--- src/rtl/dct8_pkg.sv ---
// Shared constants and lane helpers for the 8-point transform engine.
// Mode encodings, lane count, lane offset and sign-extension functions.
package dct8_pkg;

   localparam logic DCT_MODE_FWD = 1'b0;
   localparam logic DCT_MODE_INV = 1'b1;
   localparam int   DCT_LANES    = 8;
   localparam int   DCT_MAX_W    = 32;

   // LSB position of lane k in a bus of w-bit lanes
   function automatic int lane_lsb(input int k, input int w);
      return k * w;
   endfunction

   // Sign-extend the low w bits of raw to DCT_MAX_W bits
   function automatic logic signed [DCT_MAX_W-1:0] lane_sext(
      input logic [DCT_MAX_W-1:0] raw,
      input int                   w
   );
      return $signed(raw << (DCT_MAX_W - w)) >>> (DCT_MAX_W - w);
   endfunction

endpackage

--- src/rtl/dct8_stage_reg.sv ---
// Enable-gated pipeline register: valid, mode, tag and 8 data lanes.
// Ports: clk, rst_n, en, d_valid/d_mode/d_tag/d_data in, q_* out.
module dct8_stage_reg
   import dct8_pkg::*;
#(
   parameter int OUT_WIDTH = 12,
   parameter int TAG_WIDTH = 4
) (
   input  logic                           clk,
   input  logic                           rst_n,
   input  logic                           en,
   input  logic                           d_valid,
   input  logic                           d_mode,
   input  logic [TAG_WIDTH-1:0]           d_tag,
   input  logic [DCT_LANES*OUT_WIDTH-1:0] d_data,
   output logic                           q_valid,
   output logic                           q_mode,
   output logic [TAG_WIDTH-1:0]           q_tag,
   output logic [DCT_LANES*OUT_WIDTH-1:0] q_data
);

   always_ff @(posedge clk or negedge rst_n) begin
      if (!rst_n) begin
         q_valid <= 1'b0;
         q_mode  <= 1'b0;
         q_tag   <= '0;
         q_data  <= '0;
      end else if (en) begin
         q_valid <= d_valid;
         q_mode  <= d_mode;
         q_tag   <= d_tag;
         q_data  <= d_data;
      end
   end

endmodule

--- src/rtl/dct8_1d_pipe.sv ---
// Three-stage 8-point forward/inverse integer transform, stall-all.
// Ports: clk, rst_n, in_valid/ready/mode/tag/data, out_valid/ready/mode/tag/data.
module dct8_1d_pipe
   import dct8_pkg::*;
#(
   parameter int DATA_WIDTH = 8,
   parameter int OUT_WIDTH  = DATA_WIDTH + 4,
   parameter int TAG_WIDTH  = 4
) (
   input  logic                            clk,
   input  logic                            rst_n,
   input  logic                            in_valid,
   output logic                            in_ready,
   input  logic                            in_mode,
   input  logic [TAG_WIDTH-1:0]            in_tag,
   input  logic [DCT_LANES*DATA_WIDTH-1:0] in_data,
   output logic                            out_valid,
   input  logic                            out_ready,
   output logic                            out_mode,
   output logic [TAG_WIDTH-1:0]            out_tag,
   output logic [DCT_LANES*OUT_WIDTH-1:0]  out_data
);

   localparam int BW = DCT_LANES * OUT_WIDTH;

   typedef logic signed [OUT_WIDTH-1:0] lane_t;

   logic                 en;
   logic                 s1_v, s2_v;
   logic                 s1_m, s2_m;
   logic [TAG_WIDTH-1:0] s1_t, s2_t;
   logic [BW-1:0]        s1_d, s2_d;
   logic [BW-1:0]        s1_n, s2_n, s3_n;

   lane_t x1 [DCT_LANES];
   lane_t x2 [DCT_LANES];
   lane_t x3 [DCT_LANES];
   lane_t r1 [DCT_LANES];
   lane_t r2 [DCT_LANES];
   lane_t r3 [DCT_LANES];

   assign en       = !out_valid || out_ready;
   assign in_ready = en;

   for (genvar k = 0; k < DCT_LANES; k++) begin : g_lane
      localparam int LI = lane_lsb(k, DATA_WIDTH);
      localparam int LO = lane_lsb(k, OUT_WIDTH);
      assign x1[k] = lane_t'(lane_sext(
                        DCT_MAX_W'(in_data[LI +: DATA_WIDTH]),
                        DATA_WIDTH));
      assign x2[k] = lane_t'(s1_d[LO +: OUT_WIDTH]);
      assign x3[k] = lane_t'(s2_d[LO +: OUT_WIDTH]);
      assign s1_n[LO +: OUT_WIDTH] = r1[k];
      assign s2_n[LO +: OUT_WIDTH] = r2[k];
      assign s3_n[LO +: OUT_WIDTH] = r3[k];
   end

   // Stage 1: forward butterflies or inverse even/odd split
   always_comb begin
      for (int k = 0; k < DCT_LANES; k++) r1[k] = '0;
      if (in_mode == DCT_MODE_INV) begin
         r1[0] = x1[0] + x1[4];
         r1[4] = x1[0] - x1[4];
         r1[2] = (x1[2] >>> 1) - x1[6];
         r1[6] = x1[2] + (x1[6] >>> 1);
         r1[1] = -x1[3] + x1[5] - x1[7] - (x1[7] >>> 1);
         r1[3] = x1[1] + x1[7] - x1[3] - (x1[3] >>> 1);
         r1[5] = -x1[1] + x1[7] + x1[5] + (x1[5] >>> 1);
         r1[7] = x1[3] + x1[5] + x1[1] + (x1[1] >>> 1);
      end else begin
         r1[0] = x1[0] + x1[7];
         r1[1] = x1[3] - x1[4];
         r1[2] = x1[1] + x1[6];
         r1[3] = x1[2] - x1[5];
         r1[4] = x1[2] + x1[5];
         r1[5] = x1[1] - x1[6];
         r1[6] = x1[3] + x1[4];
         r1[7] = x1[0] - x1[7];
      end
   end

   // Stage 2: second butterfly layer with quarter-weight rotations
   always_comb begin
      for (int k = 0; k < DCT_LANES; k++) r2[k] = '0;
      if (s1_m == DCT_MODE_INV) begin
         r2[0] = x2[0] + x2[6];
         r2[2] = x2[4] + x2[2];
         r2[4] = x2[4] - x2[2];
         r2[6] = x2[0] - x2[6];
         r2[1] = x2[1] + (x2[7] >>> 2);
         r2[7] = x2[7] - (x2[1] >>> 2);
         r2[3] = x2[3] + (x2[5] >>> 2);
         r2[5] = (x2[3] >>> 2) - x2[5];
      end else begin
         r2[0] = x2[0] + x2[6];
         r2[1] = x2[1] - (x2[7] >>> 2);
         r2[2] = x2[2] + x2[4];
         r2[3] = x2[3] + (x2[5] >>> 2);
         r2[4] = x2[2] - x2[4];
         r2[5] = (x2[3] >>> 2) - x2[5];
         r2[6] = x2[0] - x2[6];
         r2[7] = (x2[1] >>> 2) + x2[7];
      end
   end

   // Stage 3: output combination
   always_comb begin
      for (int k = 0; k < DCT_LANES; k++) r3[k] = '0;
      if (s2_m == DCT_MODE_INV) begin
         r3[0] = x3[0] + x3[7];
         r3[1] = x3[2] + x3[5];
         r3[2] = x3[4] + x3[3];
         r3[3] = x3[6] + x3[1];
         r3[4] = x3[6] - x3[1];
         r3[5] = x3[4] - x3[3];
         r3[6] = x3[2] - x3[5];
         r3[7] = x3[0] - x3[7];
      end else begin
         r3[0] = x3[0] + x3[2];
         r3[1] = x3[3] - x3[5] + x3[7] + (x3[7] >>> 1);
         r3[2] = (x3[4] >>> 1) + x3[6];
         r3[3] = -x3[1] - x3[3] - (x3[3] >>> 1) + x3[7];
         r3[4] = x3[0] - x3[2];
         r3[5] = x3[1] + x3[5] + (x3[5] >>> 1) + x3[7];
         r3[6] = -x3[4] + (x3[6] >>> 1);
         r3[7] = -x3[1] - (x3[1] >>> 1) + x3[3] + x3[5];
      end
   end

   dct8_stage_reg #(.OUT_WIDTH(OUT_WIDTH), .TAG_WIDTH(TAG_WIDTH)) u_s1 (
      .clk     (clk),
      .rst_n   (rst_n),
      .en      (en),
      .d_valid (in_valid),
      .d_mode  (in_mode),
      .d_tag   (in_tag),
      .d_data  (s1_n),
      .q_valid (s1_v),
      .q_mode  (s1_m),
      .q_tag   (s1_t),
      .q_data  (s1_d)
   );

   dct8_stage_reg #(.OUT_WIDTH(OUT_WIDTH), .TAG_WIDTH(TAG_WIDTH)) u_s2 (
      .clk     (clk),
      .rst_n   (rst_n),
      .en      (en),
      .d_valid (s1_v),
      .d_mode  (s1_m),
      .d_tag   (s1_t),
      .d_data  (s2_n),
      .q_valid (s2_v),
      .q_mode  (s2_m),
      .q_tag   (s2_t),
      .q_data  (s2_d)
   );

   dct8_stage_reg #(.OUT_WIDTH(OUT_WIDTH), .TAG_WIDTH(TAG_WIDTH)) u_s3 (
      .clk     (clk),
      .rst_n   (rst_n),
      .en      (en),
      .d_valid (s2_v),
      .d_mode  (s2_m),
      .d_tag   (s2_t),
      .d_data  (s3_n),
      .q_valid (out_valid),
      .q_mode  (out_mode),
      .q_tag   (out_tag),
      .q_data  (out_data)
   );

endmodule

--- config.mk ---
export PLATFORM = sky130hd
export DESIGN_NAME = dct8_1d_pipe
export DESIGN_NICKNAME = d
export VERILOG_FILES = /design/src/rtl/dct8_pkg.sv /design/src/rtl/dct8_stage_reg.sv /design/src/rtl/dct8_1d_pipe.sv
export SDC_FILE = /design/constraint.sdc
export NUM_CORES = 2
export LEC_CHECK = 0
export BUFFER_PORTS_ARGS = -buffer_cell sky130_fd_sc_hd__buf_2
export CORE_ASPECT_RATIO = 0.9
export CORE_UTILIZATION = 55
export CTS_CLUSTER_DIAMETER = 60
export CTS_CLUSTER_SIZE = 8
export DETAILED_ROUTE_END_ITERATION = 7
export PLACE_DENSITY_LB_ADDON = 0.12
export SYNTH_ARGS = -nofsm -noshare
export SYNTH_HDL_FRONTEND = slang
export SYNTH_SLANG_ARGS = --single-unit
--- constraint.sdc ---
create_clock -name clk -period 13.1 [get_ports clk]
set_clock_uncertainty 0.2 [all_clocks]
set_input_delay 0.655 -clock clk [delete_from_list [all_inputs] [get_ports clk]]
set_output_delay 0.655 -clock clk [all_outputs]
set_load 0.02 [all_outputs]
==> flow_metrics.env <==
export IMPL_gp_congestion=0.972
export IMPL_cts_made_buffers=46
export IMPL_dp_final_hpwl_um=76400
export IMPL_status="completed"
export IMPL_drt_iter0_drc=1961
export IMPL_drc=0
export IMPL_cts_root_buffer="clkbuf_16"
export IMPL_io_pins=176
export IMPL_fin_crit_ps=4790
export IMPL_setup_viol=0
export IMPL_critPathMaxFanout=6
export IMPL_syn_to_final_growth_pct=9.67
export IMPL_rr_worst_depth=18
export IMPL_drt_pass1_iter_count=6
export IMPL_async_flop_share_pct=100
export IMPL_design_die_area_sq_mm=0.0571
export IMPL_tritoncts="built"
export IMPL_critPathKind="flop to flop"
export IMPL_numPortBuffers=175
export IMPL_routed_wl_um=95100
export IMPL_nets=4417
export IMPL_crit_end="u_s3.q_data[94]"
export IMPL_die_h_um=227
export IMPL_path_clk_slew_ps=50
export IMPL_antenna_found_initial=1
export IMPL_synthFlopType="dfrtp_1"
export IMPL_period_share_pct=36.6
export IMPL_worstReg2RegEnd="u_s3.q_data[94]"
export IMPL_synth_largest_area_cell="dfrtp_1"
export IMPL_gr_usage_all_layers_pct=33.8
export IMPL_core_area_sq_mm=0.0556
export IMPL_syn_area_per_cell_sq_um=8.49
export IMPL_final_max_slew_viol_count=0
export IMPL_seq_area_sq_mm=0.00726
export IMPL_cts_resized=0
export IMPL_ys_seq_area_share_pct=23.5
export IMPL_die_w_um=252
export IMPL_arrival_ps=5030
export IMPL_drive_gt1_share_pct=7.72
export IMPL_required_ps=13340
export IMPL_ant_nets=0
export IMPL_cts_sinks=290
export IMPL_multi_input_area_sq_mm=0.0216
export IMPL_cp_start_kind="flop"
export IMPL_drv_cap=0
export IMPL_clk_latency_ps=590
export IMPL_fill_cells=5108
export IMPL_clock_fmax_mhz=209
export IMPL_synth_top_area_share_pct=23.5
export IMPL_synth_seq_cells=290
export IMPL_synth_cells=3639
export IMPL_grt_pass1_vias=25800
export IMPL_syn_nets=4290
export IMPL_vias=26300
export IMPL_timing_hold_violations_final=0
export IMPL_placementRows=82
export IMPL_start_util_pct=55.6
export IMPL_syn_area_sq_mm=0.0309
export IMPL_cts_htree_levels=2
export IMPL_wl_per_cell_um=21.0
export IMPL_slew_headroom_pct=23.6
export IMPL_synth_warnings=0
export IMPL_reg2reg_slack_ps=8310
export IMPL_synth_edf_count=0
export IMPL_worst_pin_slew_ps=1130
export IMPL_cp_end_kind="flop"
export IMPL_fin_util_pct=60.9
export IMPL_overflow=0
export IMPL_r2r_start="u_s2.q_data[13]"
export IMPL_clock_path_buffers=3
export IMPL_grt_max_degree=188
export IMPL_rsz0062_at_grt="false"
export IMPL_synth_area_leaders="dfrtp_1 23%, ha_1 16%, fa_1 12%, xnor2_1 5.6%, a21oi_1 5.5%"
export IMPL_via_per_inst=5.79
export IMPL_grt_pass1_wl_um=146000
export IMPL_critPathLaunch="u_s2.q_data[13]"
export IMPL_hold_path_class="input pin to flop"
export IMPL_finalSetupTns_ps=0
export IMPL_ys_types=74
==> placed cells by master (no fill, tap or decap), types with 65 or more instances in the layout <==
cell	count
a21oi_1	339
buf_2	174
dfrtp_1	289
fa_1	181
ha_1	397
inv_1	433
nand2_1	264
nand2b_1	78
nor2_1	345
nor2b_1	77
nor3_1	65
o21ai_0	274
xnor2_1	197
xor2_1	81
==> synthesized netlist by cell type, types with 47 or more instances <==
cell type,n
o21ai_0,274
clkbuf_1,94
nand2_1,264
nor2_1,345
nor3_1,65
inv_1,434
xor2_1,81
ha_1,397
fa_1,181
nor2b_1,78
a21oi_1,339
xnor2_1,197
nand2b_1,78
o21a_1,47
dfrtp_1,290
==> through the flow <==
stage                     instance area (sq um)  hold WS [ps]  worst slack, ps  std cells
after floorplan                           30900           159             8670       3639
after global placement                    32500           242             8160       4473
after detailed placement                  32500           248             8060       4473
after CTS                                 33900          37.7             8310       4537
after global routing                      33900          89.9             8000       4537
final                                     33900          62.9             8310       4538
==> worst min path at each step <==
stage | startpoint | end | depth (start not counted)
after detailed placement | u_s2.q_valid | u_s2.q_valid | 2
after floorplan | rst_n | u_s1.q_data[0] | 0
after global routing | in_tag[3] | u_s1.q_tag[3] | 3
final | in_tag[1] | u_s1.q_tag[1] | 3
after global placement | u_s2.q_valid | u_s2.q_valid | 2
after CTS | in_tag[1] | u_s1.q_tag[1] | 3
==> timing repair <==
| item | CTS | global route |
|---|---|---|
| setup buffers | 0 | 0 |
| hold buffers | 1 | 0 |
| endpoints found under the hold margin | 90 | 0 |
==> flip-flops by register name, indices dropped and copies added, names as in the netlist <==
| register | cells |
|---|---|
| u_s3.q_tag | 4 |
| u_s2.q_data | 94 |
| u_s1.q_tag | 4 |
| u_s1.q_mode | 1 |
| u_s2.q_valid | 1 |
| u_s2.q_tag | 4 |
| u_s3.q_data | 96 |
| u_s1.q_data | 82 |
| u_s2.q_mode | 1 |
| u_s3.q_mode | 1 |
| u_s1.q_valid | 1 |
| u_s3.q_valid | 1 |
==> layer usage <==
| layer | vias up | wire length [um] | global-route usage [%] |
|---|---|---|---|
| met5 | - | 0 | 0 |
| li1 | 12600 | - | - |
| met1 | 12600 | 41200 | 44.5 |
| met2 | 855 | 44700 | 56.8 |
| met4 | 0 | 3920 | 13.7 |
| met3 | 199 | 5310 | 3.59 |
==> worst max-delay path, cell delays in order, from the launching register on <==
cell,delay (ps)
dfrtp_1,440
inv_1,250
ha_1,330
and3_1,200
xnor2_1,160
inv_1,90
fa_1,460
fa_1,530
inv_1,40
ha_1,330
and3_1,190
a2111oi_0,440
buf_4,220
a21oi_1,90
a31oi_1,220
xor2_1,170
nor2_1,50
a21oi_1,140
a21oi_1,80
==> layout make-up <==
cell class / count / area share, %
repair buffers: 193 / 3.06
clock inverters: 10 / 0.580
clock buffers: 53 / 3.60
well taps: 756 / 2.79
flip-flops and latches: 290 / 21.4
multi-input cells: 2800 / 63.7
diodes: 1 / 0.00738
inverters: 435 / 4.84
==> kinds of logic after synthesis <==
family / count (synthesis) / share of synthesized area, %
compound gates: 983 / 19.3
simple gates: 923 / 13.5
fa+ha+maj: 578 / 27.8
buf+inv: 549 / 6.67
flops: 290 / 23.5
xor+xnor: 278 / 7.88
mux: 38 / 1.29
Power is left out: the tool's default activity adds up to more than one toggle a clock period on the data nets, which glitch-free logic cannot reach.
